**config.mk**
```make
export PLATFORM = sky130hd
export DESIGN_NAME = fifo_write_arbiter_flat
export DESIGN_NICKNAME = d
export VERILOG_FILES = /design/src/rtl/fifo_write_arbiter_pkg.sv /design/src/rtl/fifo_write_arbiter_if.sv /design/src/rtl/fifo_write_arbiter_rr_priority_picker.sv /design/src/rtl/fifo_write_arbiter.sv /design/src/flat_wrapper.sv
export SDC_FILE = /design/constraint.sdc
export NUM_CORES = 1
export LEC_CHECK = 0
export ABC_CLOCK_PERIOD_IN_PS = 5000
export CELL_PAD_IN_SITES_DETAIL_PLACEMENT = 0
export CELL_PAD_IN_SITES_GLOBAL_PLACEMENT = 1
export CORE_ASPECT_RATIO = 1.2
export CORE_MARGIN = 2
export CORE_UTILIZATION = 22
export DETAILED_ROUTE_END_ITERATION = 6
export MAX_ROUTING_LAYER = met4
export PLACE_DENSITY_LB_ADDON = 0.1
export SYNTH_ARGS = -nofsm -noshare
export SYNTH_HDL_FRONTEND = slang
export SYNTH_HIERARCHICAL = 1
export SYNTH_SLANG_ARGS = --single-unit
```
**constraint.sdc**
```tcl
create_clock -name clk_i -period 5 [get_ports clk_i]
set_input_delay 1 -clock clk_i [delete_from_list [all_inputs] [get_ports clk_i]]
set_output_delay 1 -clock clk_i [all_outputs]
set_load 0.01 [all_outputs]
```
**src/rtl/fifo_write_arbiter_pkg.sv**
```systemverilog
// Shared types and helpers for the fifo write-port arbiter.
package fifo_write_arbiter_pkg;

    typedef logic [31:0] word32_t;

    typedef enum logic {
        ARB_RR    = 1'b0,
        ARB_BURST = 1'b1
    } arb_state_t;

    // Circular increment of a requester index within 0..n-1.
    function automatic int wrap_inc(input int idx, input int n);
        return (idx + 1 >= n) ? 0 : idx + 1;
    endfunction

endpackage

```
**src/rtl/fifo_write_arbiter_if.sv**
```systemverilog
// Producer-side and fifo-side bus of the write arbiter.
// The slave modport is the arbiter's view, the master modport is the
// view of whatever drives producers and models the fifo.
interface fifo_write_arbiter_if
    import fifo_write_arbiter_pkg::*;
#(
    parameter int NUM_REQ = 4
);
    logic [NUM_REQ-1:0]          req_valid;
    logic [NUM_REQ-1:0]          req_lock;
    word32_t [NUM_REQ-1:0]       req_data;
    logic [NUM_REQ-1:0]          req_ready;
    logic                        fifo_full;
    logic                        fifo_write;
    word32_t                     fifo_write_data;
    logic                        fifo_reset;
    logic [$clog2(NUM_REQ)-1:0]  grant_id;

    modport slave (
        input  req_valid, req_lock, req_data, fifo_full,
        output req_ready, fifo_write, fifo_write_data, fifo_reset, grant_id
    );

    modport master (
        output req_valid, req_lock, req_data, fifo_full,
        input  req_ready, fifo_write, fifo_write_data, fifo_reset, grant_id
    );
endinterface

```
**src/rtl/fifo_write_arbiter_rr_priority_picker.sv**
```systemverilog
// Combinational circular priority picker: returns the first set bit of
// valid_i at or after start_i, wrapping from N-1 back to 0.
module rr_priority_picker #(
    parameter int N     = 4,
    parameter int IDX_W = $clog2(N)
) (
    input  logic [N-1:0]     valid_i,
    input  logic [IDX_W-1:0] start_i,
    output logic             found_o,
    output logic [IDX_W-1:0] idx_o
);

    // Scan N positions starting at start_i; the first valid one wins.
    always_comb begin
        int cand;
        found_o = 1'b0;
        idx_o   = '0;
        cand    = 0;
        for (int k = 0; k < N; k++) begin
            cand = int'(start_i) + k;
            if (cand >= N) begin
                cand = cand - N;
            end
            if (!found_o && valid_i[cand]) begin
                found_o = 1'b1;
                idx_o   = IDX_W'(cand);
            end
        end
    end

endmodule

```
**src/rtl/fifo_write_arbiter.sv**
```systemverilog
// Round-robin arbiter sharing one fifo write port among NUM_REQ producers.
// A granted producer holding req_lock keeps the port for up to MAX_BURST
// consecutive transfers. Grant, ready and write are all same-cycle.
// The arbiter also drives the fifo reset from reset_i or flush_i.
module fifo_write_arbiter
    import fifo_write_arbiter_pkg::*;
#(
    parameter int NUM_REQ   = 4,
    parameter int MAX_BURST = 4
) (
    input  logic                 clk_i,
    input  logic                 reset_i,
    input  logic                 flush_i,
    fifo_write_arbiter_if.slave  bus
);

    localparam int ID_W  = $clog2(NUM_REQ);
    localparam int CNT_W = $clog2(MAX_BURST + 1);

    if (NUM_REQ < 2) begin : g_num_req_check
        $error("fifo_write_arbiter: NUM_REQ must be >= 2");
    end
    if (MAX_BURST < 1) begin : g_max_burst_check
        $error("fifo_write_arbiter: MAX_BURST must be >= 1");
    end

    arb_state_t        state;
    logic [ID_W-1:0]   rr_ptr;
    logic [ID_W-1:0]   owner;
    logic [CNT_W-1:0]  burst_cnt;
    logic [CNT_W-1:0]  burst_nxt;

    logic              block;
    logic              pick_found;
    logic [ID_W-1:0]   pick_idx;
    logic              grant_vld;
    logic [ID_W-1:0]   grant_idx;

    assign block     = reset_i | flush_i;
    assign burst_nxt = burst_cnt + CNT_W'(1);

    rr_priority_picker #(
        .N     (NUM_REQ),
        .IDX_W (ID_W)
    ) u_picker (
        .valid_i (bus.req_valid),
        .start_i (rr_ptr),
        .found_o (pick_found),
        .idx_o   (pick_idx)
    );

    // Decide who transfers this cycle and drive the fifo write port from it.
    always_comb begin
        grant_vld = 1'b0;
        grant_idx = '0;
        if (!block && !bus.fifo_full) begin
            if (state == ARB_RR) begin
                grant_vld = pick_found;
                grant_idx = pick_idx;
            end else if (bus.req_valid[owner]) begin
                grant_vld = 1'b1;
                grant_idx = owner;
            end
        end

        bus.req_ready       = grant_vld ? (NUM_REQ'(1) << grant_idx) : '0;
        bus.fifo_write      = grant_vld;
        bus.fifo_write_data = grant_vld ? bus.req_data[grant_idx] : '0;
        bus.grant_id        = grant_vld ? grant_idx : '0;
        bus.fifo_reset      = block;
    end

    // Arbitration FSM: round-robin pointer advance and locked-burst tracking.
    always_ff @(posedge clk_i) begin
        if (block) begin
            state     <= ARB_RR;
            rr_ptr    <= '0;
            owner     <= '0;
            burst_cnt <= '0;
        end else begin
            case (state)
                ARB_RR: begin
                    if (grant_vld) begin
                        if (bus.req_lock[grant_idx] && (MAX_BURST > 1)) begin
                            owner     <= grant_idx;
                            burst_cnt <= CNT_W'(1);
                            state     <= ARB_BURST;
                        end else begin
                            rr_ptr <= ID_W'(wrap_inc(int'(grant_idx), NUM_REQ));
                        end
                    end
                end
                ARB_BURST: begin
                    if (!bus.req_valid[owner]) begin
                        state     <= ARB_RR;
                        rr_ptr    <= ID_W'(wrap_inc(int'(owner), NUM_REQ));
                        burst_cnt <= '0;
                    end else if (!bus.fifo_full) begin
                        if (!bus.req_lock[owner] || burst_nxt == CNT_W'(MAX_BURST)) begin
                            state     <= ARB_RR;
                            rr_ptr    <= ID_W'(wrap_inc(int'(owner), NUM_REQ));
                            burst_cnt <= '0;
                        end else begin
                            burst_cnt <= burst_nxt;
                        end
                    end
                end
                default: begin
                    state <= ARB_RR;
                end
            endcase
        end
    end

endmodule

```
**src/flat_wrapper.sv**
```systemverilog
// flat-port wrapper written by rule: the top's interface ports become plain ports
module fifo_write_arbiter_flat import fifo_write_arbiter_pkg::*;
#(
    parameter int NUM_REQ   = 4,
    parameter int MAX_BURST = 4
)
  (clk_i, reset_i, flush_i, bus_req_valid, bus_req_lock, bus_req_data, bus_fifo_full, bus_req_ready, bus_fifo_write, bus_fifo_write_data, bus_fifo_reset, bus_grant_id);
  fifo_write_arbiter_if #(.NUM_REQ(NUM_REQ)) bus_i ();
  input  logic clk_i;
  input  logic reset_i;
  input  logic flush_i;
  input wire logic [$bits(bus_i.req_valid)-1:0] bus_req_valid;
  input wire logic [$bits(bus_i.req_lock)-1:0] bus_req_lock;
  input wire logic [$bits(bus_i.req_data)-1:0] bus_req_data;
  input wire logic [$bits(bus_i.fifo_full)-1:0] bus_fifo_full;
  output wire logic [$bits(bus_i.req_ready)-1:0] bus_req_ready;
  output wire logic [$bits(bus_i.fifo_write)-1:0] bus_fifo_write;
  output wire logic [$bits(bus_i.fifo_write_data)-1:0] bus_fifo_write_data;
  output wire logic [$bits(bus_i.fifo_reset)-1:0] bus_fifo_reset;
  output wire logic [$bits(bus_i.grant_id)-1:0] bus_grant_id;
  assign bus_i.req_valid = bus_req_valid;
  assign bus_i.req_lock = bus_req_lock;
  assign bus_i.req_data = bus_req_data;
  assign bus_i.fifo_full = bus_fifo_full;
  assign bus_req_ready = bus_i.req_ready;
  assign bus_fifo_write = bus_i.fifo_write;
  assign bus_fifo_write_data = bus_i.fifo_write_data;
  assign bus_fifo_reset = bus_i.fifo_reset;
  assign bus_grant_id = bus_i.grant_id;
  fifo_write_arbiter #(.NUM_REQ(NUM_REQ), .MAX_BURST(MAX_BURST)) u_core (.clk_i(clk_i), .reset_i(reset_i), .flush_i(flush_i), .bus(bus_i));
endmodule
```
==> reports/metrics.cfg <==
[min_path]
worstHoldPathCells=2
hp-class=reg -> reg
whs_endpoint=u_core/rr_ptr[0]
min-delay-start=u_core/rr_ptr[0]

[timing]
fin_crit_sh_pct=95.7
max_slew.worst_pin.slew_ns=0.556
rsz0062_at_grt=false
final-setup-viol-count=0
holdWs_ns=0.518
maxSlewHeadroom_pct=62.9
clock_skew_ns=0.00124
hold_violations=0
finalSetupTns_ns=0
min_period_ns=4.78
maxSlewViolCount=0
max_freq_mhz=209

[critical_path]
worstPathRequired_ns=4.00
r2r_start=u_core/rr_ptr[1]
setup.worst_path.end_class=output pin
r2r_cells=11
crit_type=in -> out
arrival_ns=3.78
cp-start-kind=input pin
path_max_fanout=37
r2r_slack_ns=2.40
r2r_end=u_core/burst_cnt[2]

[floorplanning]
coreArea_um2=8020
die_h_um=103
die-width_um=86.6
dieArea_um2=8930
ios=180
row_count=36
initial_core_util_pct=22.5

[power_and_ir_drop]
power.density_nw_per_um2=92.0
power_uw=345
ir_drop_mv=0.0667
leakage_uw=0.00140

[final_layout]
instances_no_fill=440
fin_nets=493
final_common_cell=clkdlybuf4s50_1
syn_to_final_growth_pct=109
antenna_cells=0
most-common-layout-cells=clkdlybuf4s50_1 (179), and2_1 (38), mux4_2 (35)
utilization_pct=46.9
final_layout_size_suffix_gt1_share_pct=15.4

[synthesis]
ys_seq_elements=8
syn_avg_cell_area_um2=10.5
synth_area_um2=1800
ys.flop_type=dfxtp_1
synthCells=172
synth.top_cell.area_share_pct=43.7
syn_nets=318
async_flop_share_pct=0
yosysSeqAreaShare_pct=8.89
synthDistinctLibCells=44
synth_top_cell_by_area=mux4_2
synth_edf_count=0
yosys_warnings=6
synthTopCellsByArea=mux4_2 (44%), and2_1 (13%), dfxtp_1 (8.9%), ha_1 (4.2%), mux2i_1 (2.2%)

[clock_tree]
post-cts-setup-buffers=0
ctsHoldBuffers=0
root_buffer=clkbuf_8
clock-sinks=8
clk_path_buf_depth=2
clk_pin_slew_ns=0.04
cts_buffers=3
clk_latency_ns=0.23
htreeDepth=1
cts_tree=yes
cts_resized=0

[routing]
ant_nets=0
dr.first_iter.drc_count=28
routedWlPerCell_um=19.2
first_pass_iters=4
wl_um=8430
viasPerCell=4.81
drc=0
vias=2117

[place]
dp_hpwl_um=7030
gp_congestion=0.788
io_buffers=179
dp.cells=437

[job]
drv_cap=0

[grt]
grt_pass1_vias=1994
grt_use_total_pct=17.7
antenna_found_initial=0
grt_pass1_wl_um=11800
overflow=0
grt_max_degree=39

[run_status]
status=finished clean

## stage by stage
step,setup slack (ns),cell area [µm²]
floorplan,1.24,1800
global placement,0.265,3720
detailed placement,0.222,3720
CTS,0.222,3760
global route,0.0599,3760
finish,0.217,3760
## kinds of logic after synthesis
| group | count (synthesis) | synth area share, % |
|---|---|---|
| XOR/XNOR | 2 | 0.972 |
| adder cells (fa/ha/maj) | 6 | 4.17 |
| multiplexers | 40 | 46.8 |
| AND/OR/NAND/NOR | 63 | 20.2 |
| AO/OA/AOI/OAI | 27 | 12.2 |
| buffers and inverters | 26 | 6.74 |
| flip-flops | 8 | 8.89 |
## Yosys cell counts, drive strengths merged, types with 3 or more instances
master  instances
dfxtp           8
buf             7
a21oi           6
inv            12
mux4           35
nand2           9
o21ai           4
o211ai          3
mux2i           4
and2           38
clkbuf          7
nor2            8
ha              6
## power by group
part / internal [µW] / switching [µW]
registers: 64.5 / 0.847
logic: 149 / 51.9
clock network: 52.3 / 26.6
## layout make-up
| type | instances | area, µm² |
|---|---|---|
| Clock buffer | 3 | 41.3 |
| Multi-Input combinational cell | 138 | 1520 |
| Sequential cell | 8 | 160 |
| Timing Repair Buffer | 184 | 1870 |
| Fill cell | 767 | 4260 |
| Inverter | 12 | 47.5 |
| Tap cell | 95 | 119 |
## critical path, cell delays in order
cell and delay (ns):
clkdlybuf4s50_1 0.55, inv_1 0.08, a221o_1 0.34, a21oi_1 0.14, inv_1 0.05, o22ai_1 0.17, nand2_2 0.11, buf_12 0.21
mux4_2 0.44, and2_1 0.16, clkdlybuf4s50_1 0.51
## worst max path at each step
stage | startpoint | to | slack [ns] | depth (start not counted)
global placement | bus_req_valid[1] | bus_fifo_write_data[30] | 0.26 | 11
CTS | bus_req_valid[1] | bus_fifo_write_data[30] | 0.22 | 11
floorplan | bus_req_valid[1] | bus_fifo_write_data[10] | 1.24 | 10
finish | bus_req_valid[1] | bus_fifo_write_data[30] | 0.22 | 11
global route | bus_req_valid[1] | bus_fifo_write_data[10] | 0.06 | 11
detailed placement | bus_req_valid[1] | bus_fifo_write_data[30] | 0.22 | 11
## registers in the layout, summed over array words and instances (netlist names)
signal            cells
u_core/burst_cnt      3
u_core/owner          2
u_core/rr_ptr         2
u_core/state          1
## layer usage
layer  wire length [µm]  vias to the layer above  share of wire (%)  global-route usage, %
met5                  0                        -                  0                      -
met4                116                        0                1.4                   3.37
met3                603                       12                7.2                   3.60
met2               4430                      102                 53                   31.6
met1               3280                     1000                 39                   20.8
li1                   -                     1003                  -                      -
(Power assumes the default switching activity.)
